## src/rtl/b6_rr_arbiter_if.sv

```systemverilog
// Request/grant bundle between the requesting units and the b6 round-robin arbiter.
interface b6_rr_arbiter_if;
  logic        enable;
  logic [15:0] req;
  logic        done;
  logic [15:0] grant;
  logic [3:0]  grant_id;
  logic        grant_valid;
  logic        timeout;

  modport master (
    output enable, req, done,
    input  grant, grant_id, grant_valid, timeout
  );

  modport slave (
    input  enable, req, done,
    output grant, grant_id, grant_valid, timeout
  );
endinterface

```

## src/rtl/b6_rr_arbiter.sv

```systemverilog
// Sixteen-requester round-robin arbiter: rotating-origin priority search (highest index first),
// grant held until done, request withdrawal, enable drop, or MAX_HOLD cycles elapse.
module b6_rr_arbiter #(
  parameter int unsigned MAX_HOLD = 8
) (
  input  logic             clk,
  input  logic             reset,
  b6_rr_arbiter_if.slave   bus
);

  localparam int unsigned CW = $clog2(MAX_HOLD + 1);

  typedef enum logic {
    S_IDLE,
    S_GRANT
  } state_t;

  state_t          r_state;
  logic [3:0]      r_ptr;
  logic [3:0]      r_w;
  logic [CW-1:0]   r_cnt;
  logic [15:0]     r_grant;
  logic [3:0]      r_grant_id;
  logic            r_grant_valid;
  logic            r_timeout;

  logic            w_found;
  logic [3:0]      w_winner;
  logic [3:0]      w_idx;
  logic            w_at_limit;
  logic            w_owner_quit;
  logic            w_release;

  // Search downward from ptr with 4-bit wrap; first set request wins.
  always_comb begin
    w_found  = 1'b0;
    w_winner = '0;
    w_idx    = '0;
    for (int unsigned k = 0; k < 16; k++) begin
      w_idx = r_ptr - 4'(k);
      if (!w_found && bus.req[w_idx]) begin
        w_found  = 1'b1;
        w_winner = w_idx;
      end
    end
  end

  always_comb begin
    w_at_limit   = (r_cnt == CW'(MAX_HOLD));
    w_owner_quit = bus.done || !bus.req[r_w] || !bus.enable;
    w_release    = w_owner_quit || w_at_limit;
  end

  always_ff @(posedge clk) begin
    if (reset) begin
      r_state       <= S_IDLE;
      r_ptr         <= 4'd15;
      r_w           <= '0;
      r_cnt         <= '0;
      r_grant       <= '0;
      r_grant_id    <= '0;
      r_grant_valid <= 1'b0;
      r_timeout     <= 1'b0;
    end else begin
      r_timeout <= 1'b0;
      case (r_state)
        S_IDLE: begin
          if (bus.enable && w_found) begin
            r_state       <= S_GRANT;
            r_w           <= w_winner;
            r_grant       <= 16'(1) << w_winner;
            r_grant_id    <= w_winner;
            r_grant_valid <= 1'b1;
            r_cnt         <= CW'(1);
            r_ptr         <= w_winner - 4'd1;
          end
        end
        S_GRANT: begin
          if (w_release) begin
            r_state       <= S_IDLE;
            r_cnt         <= '0;
            r_grant       <= '0;
            r_grant_id    <= '0;
            r_grant_valid <= 1'b0;
            // Only a pure limit expiry counts as a timeout; any owner-side release takes precedence.
            r_timeout     <= w_at_limit && !w_owner_quit;
          end else begin
            r_cnt <= r_cnt + CW'(1);
          end
        end
        default: r_state <= S_IDLE;
      endcase
    end
  end

  assign bus.grant       = r_grant;
  assign bus.grant_id    = r_grant_id;
  assign bus.grant_valid = r_grant_valid;
  assign bus.timeout     = r_timeout;

endmodule

```

## src/flat_wrapper.sv

```systemverilog
// flat-port wrapper written by rule: the top's interface ports become plain ports
module b6_rr_arbiter_flat 
#(
  parameter int unsigned MAX_HOLD = 8
)
  (clk, reset, bus_enable, bus_req, bus_done, bus_grant, bus_grant_id, bus_grant_valid, bus_timeout);
  b6_rr_arbiter_if bus_i ();
  input  logic clk;
  input  logic reset;
  input wire logic [$bits(bus_i.enable)-1:0] bus_enable;
  input wire logic [$bits(bus_i.req)-1:0] bus_req;
  input wire logic [$bits(bus_i.done)-1:0] bus_done;
  output wire logic [$bits(bus_i.grant)-1:0] bus_grant;
  output wire logic [$bits(bus_i.grant_id)-1:0] bus_grant_id;
  output wire logic [$bits(bus_i.grant_valid)-1:0] bus_grant_valid;
  output wire logic [$bits(bus_i.timeout)-1:0] bus_timeout;
  assign bus_i.enable = bus_enable;
  assign bus_i.req = bus_req;
  assign bus_i.done = bus_done;
  assign bus_grant = bus_i.grant;
  assign bus_grant_id = bus_i.grant_id;
  assign bus_grant_valid = bus_i.grant_valid;
  assign bus_timeout = bus_i.timeout;
  b6_rr_arbiter #(.MAX_HOLD(MAX_HOLD)) u_core (.clk(clk), .reset(reset), .bus(bus_i));
endmodule
```

## config.mk

```make
export PLATFORM = sky130hd
export DESIGN_NAME = b6_rr_arbiter_flat
export DESIGN_NICKNAME = d
export VERILOG_FILES = /design/src/rtl/b6_rr_arbiter_if.sv /design/src/rtl/b6_rr_arbiter.sv /design/src/flat_wrapper.sv
export SDC_FILE = /design/constraint.sdc
export NUM_CORES = 1
export LEC_CHECK = 0
export ABC_AREA = 1
export BUFFER_PORTS_ARGS = -buffer_cell sky130_fd_sc_hd__buf_2
export CORE_UTILIZATION = 30
export CTS_BUF_LIST = sky130_fd_sc_hd__clkbuf_8
export CTS_CLUSTER_SIZE = 14
export DETAILED_ROUTE_END_ITERATION = 16
export GPL_ROUTABILITY_DRIVEN = 0
export GPL_TIMING_DRIVEN = 0
export RECOVER_POWER = 25
export SETUP_SLACK_MARGIN = 0.2
export SLEW_MARGIN = 20
export SYNTH_ARGS = -nofsm -noshare
export SYNTH_HDL_FRONTEND = slang
export SYNTH_SLANG_ARGS = --single-unit
export TNS_END_PERCENT = 100
```

## constraint.sdc

```tcl
create_clock -name clk -period 5.8 [get_ports clk]
set_clock_uncertainty 0.05 [all_clocks]
set_input_delay 0.58 -clock clk [delete_from_list [all_inputs] [get_ports clk]]
set_output_delay 0.58 -clock clk [all_outputs]
set_load 0.02 [all_outputs]
```

Word-level counts from Yosys, hierarchy flattened
Index checks and enable logic that the tools add are counted.
- bits in registers: 35
- input port bits: 20
- output and inout port bits: 22
- logic and storage cells: 170
- add/sub/neg operators: 17
- $lt $le $gt $ge: 17
- equality and inequality tests: 3
- shift operators: 1
- mux-type cells: 81
- bitwise operators: 2
- reduce and logical (&&, ||, !) cells: 41
- operators with widths (cell ; count):
    $lt A4 B5 Y1 const B ; 17
    $mux W4 ; 20
    $bmux W1 S4 ; 17
    $mux W1 ; 37
    $mux W16 ; 2
    $pmux W16 S2 ; 1
    $sub A4 B4 Y4 const B ; 8
    $logic_not A1 Y1 ; 18
    $logic_and A1 B1 Y1 ; 17
    $pmux W4 S2 ; 2
    $shl A1 B4 Y16 const A ; 1
    $sub A4 B3 Y4 const B ; 4
    $sub A4 B1 Y4 const B ; 2
    $sub A4 B2 Y4 const B ; 2
    $add A4 B1 Y4 const B ; 1
    $eq A4 B4 Y1 const B ; 1
    $pmux W1 S2 ; 2
    $reduce_and A2 Y1 ; 2
    $logic_or A1 B1 Y1 ; 3
    $reduce_or A3 Y1 ; 1
    $ne A2 B1 Y1 const B ; 1
    $ne A2 B2 Y1 const B ; 1
    $not A1 Y1 ; 2

Longest topological paths before layout
- depth in word-level cells: 51
- gate-level depth with buffers: 39
- depth with buffers taken out: 35

Least setup slack after synthesis
No wires, ideal clock.
- kind: reg-to-reg
- from: register u_core.r_ptr[0]
- to: register u_core.r_w[3]
- library setup time: 116 ps
- data arrival time: 3619 ps
- required time: 5634 ps
- setup slack: 2015 ps
- cell stages (with the launch flop): 30
- path buffers: 5
- cell sequence: dfxtp_1 -> buf_6 -> inv_4 -> buf_6 -> clkbuf_1 -> ha_1 -> inv_1 -> buf_2 -> nand3_1 -> nand3_1 -> nand2_1 -> nand2_1 -> nand2_2 -> nor2_4 -> nand4_4 -> nor2_4 -> nand4_4 -> nor2_4 -> nand3_2 -> nor2_4 -> inv_1 -> nor2_2 -> nand2_1 -> nand2_1 -> nand2_1 -> nand2_2 -> nand2_2 -> buf_6 -> o21ai_0 -> inv_1
- longest elaborated chain between the ends: 50
- ends and longest elaborated chain (item ; line ; source):
    start, declared ; b6_rr_arbiter.sv:19 ; logic [3:0] r_ptr;
    start signal, assigned ; b6_rr_arbiter.sv:75 ; r_ptr <= w_winner - 4'd1;
    branches (longest 50 deep; another with $sub A4 B1 Y4) ; n/a ;
    end signal, assigned ; b6_rr_arbiter.sv:70 ; r_w <= w_winner;
    end, declared ; b6_rr_arbiter.sv:20 ; logic [3:0] r_w;
Several ways; the timed one is not identified. The select of a mux whose other input is x is not followed.
A chain may end at the register's enable or synchronous reset.

Worst setup path in the final report
- from: register u_core.r_ptr[0]
- to: register u_core.r_grant[8] (netlist: u_core.bus.grant[8])
- longest elaborated chain between the ends: 51
- ends and longest elaborated chain (item ; line ; source):
    branches (longest 51 deep; another with $sub A4 B1 Y4) ; n/a ;
    end signal, assigned ; b6_rr_arbiter.sv:71 ; r_grant <= 16'(1) << w_winner;
    end, declared ; b6_rr_arbiter.sv:22 ; logic [15:0] r_grant;
Several ways; the timed one is not identified. The select of a mux whose other input is x is not followed.

==> flow_metrics.py <==
metrics = {
    "logic_synthesis": {
        "syn_avg_cell_area_sq_um": 5.781,
        "synth_edf_count": 0,
        "synthesis.area_sq_um": 3400,
        "yosysMostFrequentCell": "nand2_1",
        "synth_top_area_frac": 0.2153,
        "syn_inst": 588,
        "synth_top_area_cell": "nand2_1",
        "ys_warn_count": 0,
        "syn_nets": 617,
        "ys_seq_area_frac": 0.2061,
        "ys.flop_type": "dfxtp_1",
        "ys_seq_elements": 35,
        "ys_async_sr_fraction": 0,
        "synth_cell_types": 39,
        "synth_area_leaders": "nand2_1, dfxtp_1, nand3_1",
        "synthTopCellsByCount": "nand2_1, nand3_1, inv_1",
    },
    "global_route": {
        "overflow": 0,
        "track_usage": 0.1853,
        "grt_use_met1": 0.2293,
        "grt_max_degree": 14,
        "met2_usage": 0.3350,
        "antenna_found_initial": 0,
        "grt_pass1_wl_mm": 17.42,
        "met3_usage": 0.01447,
        "grt_pass1_vias": 3715,
        "top_usage_layer": "met2",
    },
    "power_and_ir_drop": {
        "p_leak_nw": 1.853,
        "power_frac_comb": 0.769,
        "intPower_mw": 1.082,
        "power.density_nw_per_um2": 676.1,
        "ir_drop_mv": 0.2551,
        "pwr-share-clk": 0.099,
        "switchingPower_mw": 1.551,
        "p_sw_frac": 0.5890,
        "p_seq_frac": 0.133,
        "total_power_mw": 2.633,
    },
    "cts": {
        "clock_path_buffers": 2,
        "cts_resized": 0,
        "htreeDepth": 2,
        "cts_setup_buffers": 0,
        "numCtsBuffers": 5,
        "clock-sinks": 35,
        "cts.clk_slew.worst_paths_ns": 0.08,
        "root_buffer": "clkbuf_8",
        "cts_tree": "built",
        "clk_latency_ns": 0.29,
        "holdBufCountCts": 0,
    },
    "routing": {
        "postRouteAntennaNets": 0,
        "drt_pass1_iterations": 5,
        "drtIter0Drc": 196,
        "drcViolationCount": 0,
        "post_drt_wl_per_cell_microns": 13.56,
        "finalWirelength_mm": 10.54,
        "via_count": 3887,
        "routed_via_density": 5.003,
    },
    "status": {
        "status": "finished, final reports clean",
    },
    "sta": {
        "worst_slack_ns": 1.166,
        "maxSlewViolCount": 0,
        "fmax_mhz": 215.8,
        "period_share": 0.7989,
        "grt_setup_unrepaired": "false",
        "finalCriticalPeriod_ns": 4.634,
        "finalSetupViolCount": 0,
        "final.setup.tns_ns": 0,
        "tightest_slew_ns": 0.6366,
        "hold_viol": 0,
        "maxSlewHeadroom": 0.5724,
    },
    "die": {
        "core_area_sq_um": 10940,
        "dieHeight_microns": 108.5,
        "rows": 38,
        "initial_core_util": 0.3109,
        "io-pin-count": 42,
        "dieArea_sq_um": 11760,
        "die_x_microns": 108.5,
    },
    "final_layout": {
        "final_area_sq_um": 3895,
        "fin_util": 0.3562,
        "layout-drive-gt1-share": 0.1413,
        "diodes": 0,
        "area_delta_synth_final_pct": 14.58,
        "finalNetCount": 665,
    },
    "hold_path": {
        "hold_path.class": "flip-flop to flip-flop",
    },
    "worst_setup_path": {
        "max_stage_delay_ns": 0.40,
        "cp-end-kind": "flip-flop",
        "critPathArrivalTime_ns": 4.80,
        "cpMostUsedCell": "nand2_1",
        "critPathBufInv": 7,
        "crit_path_top_delay_cell": "clkbuf_1",
        "worstPathRequired_ns": 5.97,
        "path_delay_family": "simple AND/OR/NAND/NOR gates",
        "crit_fanout": 10,
        "cp-start-kind": "flip-flop",
        "reg2reg_slack_ns": 1.17,
        "critical_path_class": "flip-flop to flip-flop",
    },
    "placement": {
        "dp_worst_setup_slack_ns": 1.218,
        "dp_hpwl_mm": 8.485,
        "io_buffers": 41,
        "placed_area_sq_um": 3780,
    },
    "run": {
        "drv_cap": 0,
    },
}
layout make-up:
cell class | count | area, sq um
fill | 1230 | 7041
multi-input combinational | 469 | 2327
sequential | 35 | 700.7
inverter | 64 | 242.7
timing repair buffer | 41 | 187.7
tap | 140 | 175.2
buffer | 20 | 128.9
clock buffer | 5 | 68.82
clock inverter | 3 | 63.81
state kept, by name (all words and copies together), names as in the netlist:
name and cells:
u_core.bus.grant 16, u_core.r_cnt 4, u_core.bus.timeout 1, u_core.r_w 4
u_core.r_state 1, u_core.bus.grant_valid 1, u_core.r_ptr 4, u_core.bus.grant_id 4
power by group through the flow:
stage,Combinational (mW),Clock (mW),Sequential [mW]
after floorplan,1.46,0,0.405
after global placement,1.97,0,0.353
after detailed placement,2.00,0,0.353
after CTS,2.00,0.264,0.349
after global routing,2.25,0.272,0.358
final,2.02,0.260,0.349
per-layer routing:
layer	wire, microns	vias up
met3	466	15
met1	4732	1757
met2	5149	108
met5	0	-
li1	-	2007
met4	188	0
worst paths after layout:
path | to | start | cells past startpoint
min | u_core.bus.grant[2] | u_core.bus.grant[2] | 2
max reg2reg | u_core.bus.grant[8] | u_core.r_ptr[0] | 34
min reg2reg | u_core.bus.grant[2] | u_core.bus.grant[2] | 2
max | u_core.bus.grant[8] | u_core.r_ptr[0] | 34
through the flow:
step / instances / hold slack, ns
global route: 777 / 0.4341
detailed placement: 769 / 0.4053
CTS: 777 / 0.4168
floorplan: 588 / 0.4148
finish: 777 / 0.4127
global placement: 769 / 0.4033
kinds of logic after synthesis:
| family | after synthesis | synth area share |
|---|---|---|
| simple gates | 388 | 0.5193 |
| compound gates | 65 | 0.1119 |
| flops | 35 | 0.2061 |
| fa+ha+maj | 9 | 0.03313 |
| buf+inv | 84 | 0.1093 |
| xor+xnor | 7 | 0.02024 |
placed cells by master, fill, tap and decap left out, types with 2 or more instances in the layout:
cell type / count
nand2_1: 195
nand3_1: 92
inv_1: 57
nor2_1: 54
dfxtp_1: 35
buf_2: 34
a21oi_1: 32
clkbuf_1: 19
nand2_2: 14
o21ai_0: 14
nand4_1: 12
ha_1: 9
inv_2: 6
xor2_1: 5
nor2_4: 5
nor2_2: 5
clkbuf_8: 5
buf_6: 4
buf_4: 4
o21a_1: 4
o211ai_1: 4
o22ai_1: 3
o221ai_1: 3
nand4_4: 2
nand3_2: 2
nand4_2: 2
bufinv_16: 2
worst reg2reg max path, delay by kind of cell (launching register included):
family / cells / cell delay, ns
compound gates: 1 / 0.14
fa+ha+maj: 1 / 0.36
buf+inv: 7 / 1.32
flops: 1 / 0.32
simple gates: 25 / 2.37
Note: power is estimated with default switching activity, not from simulation.
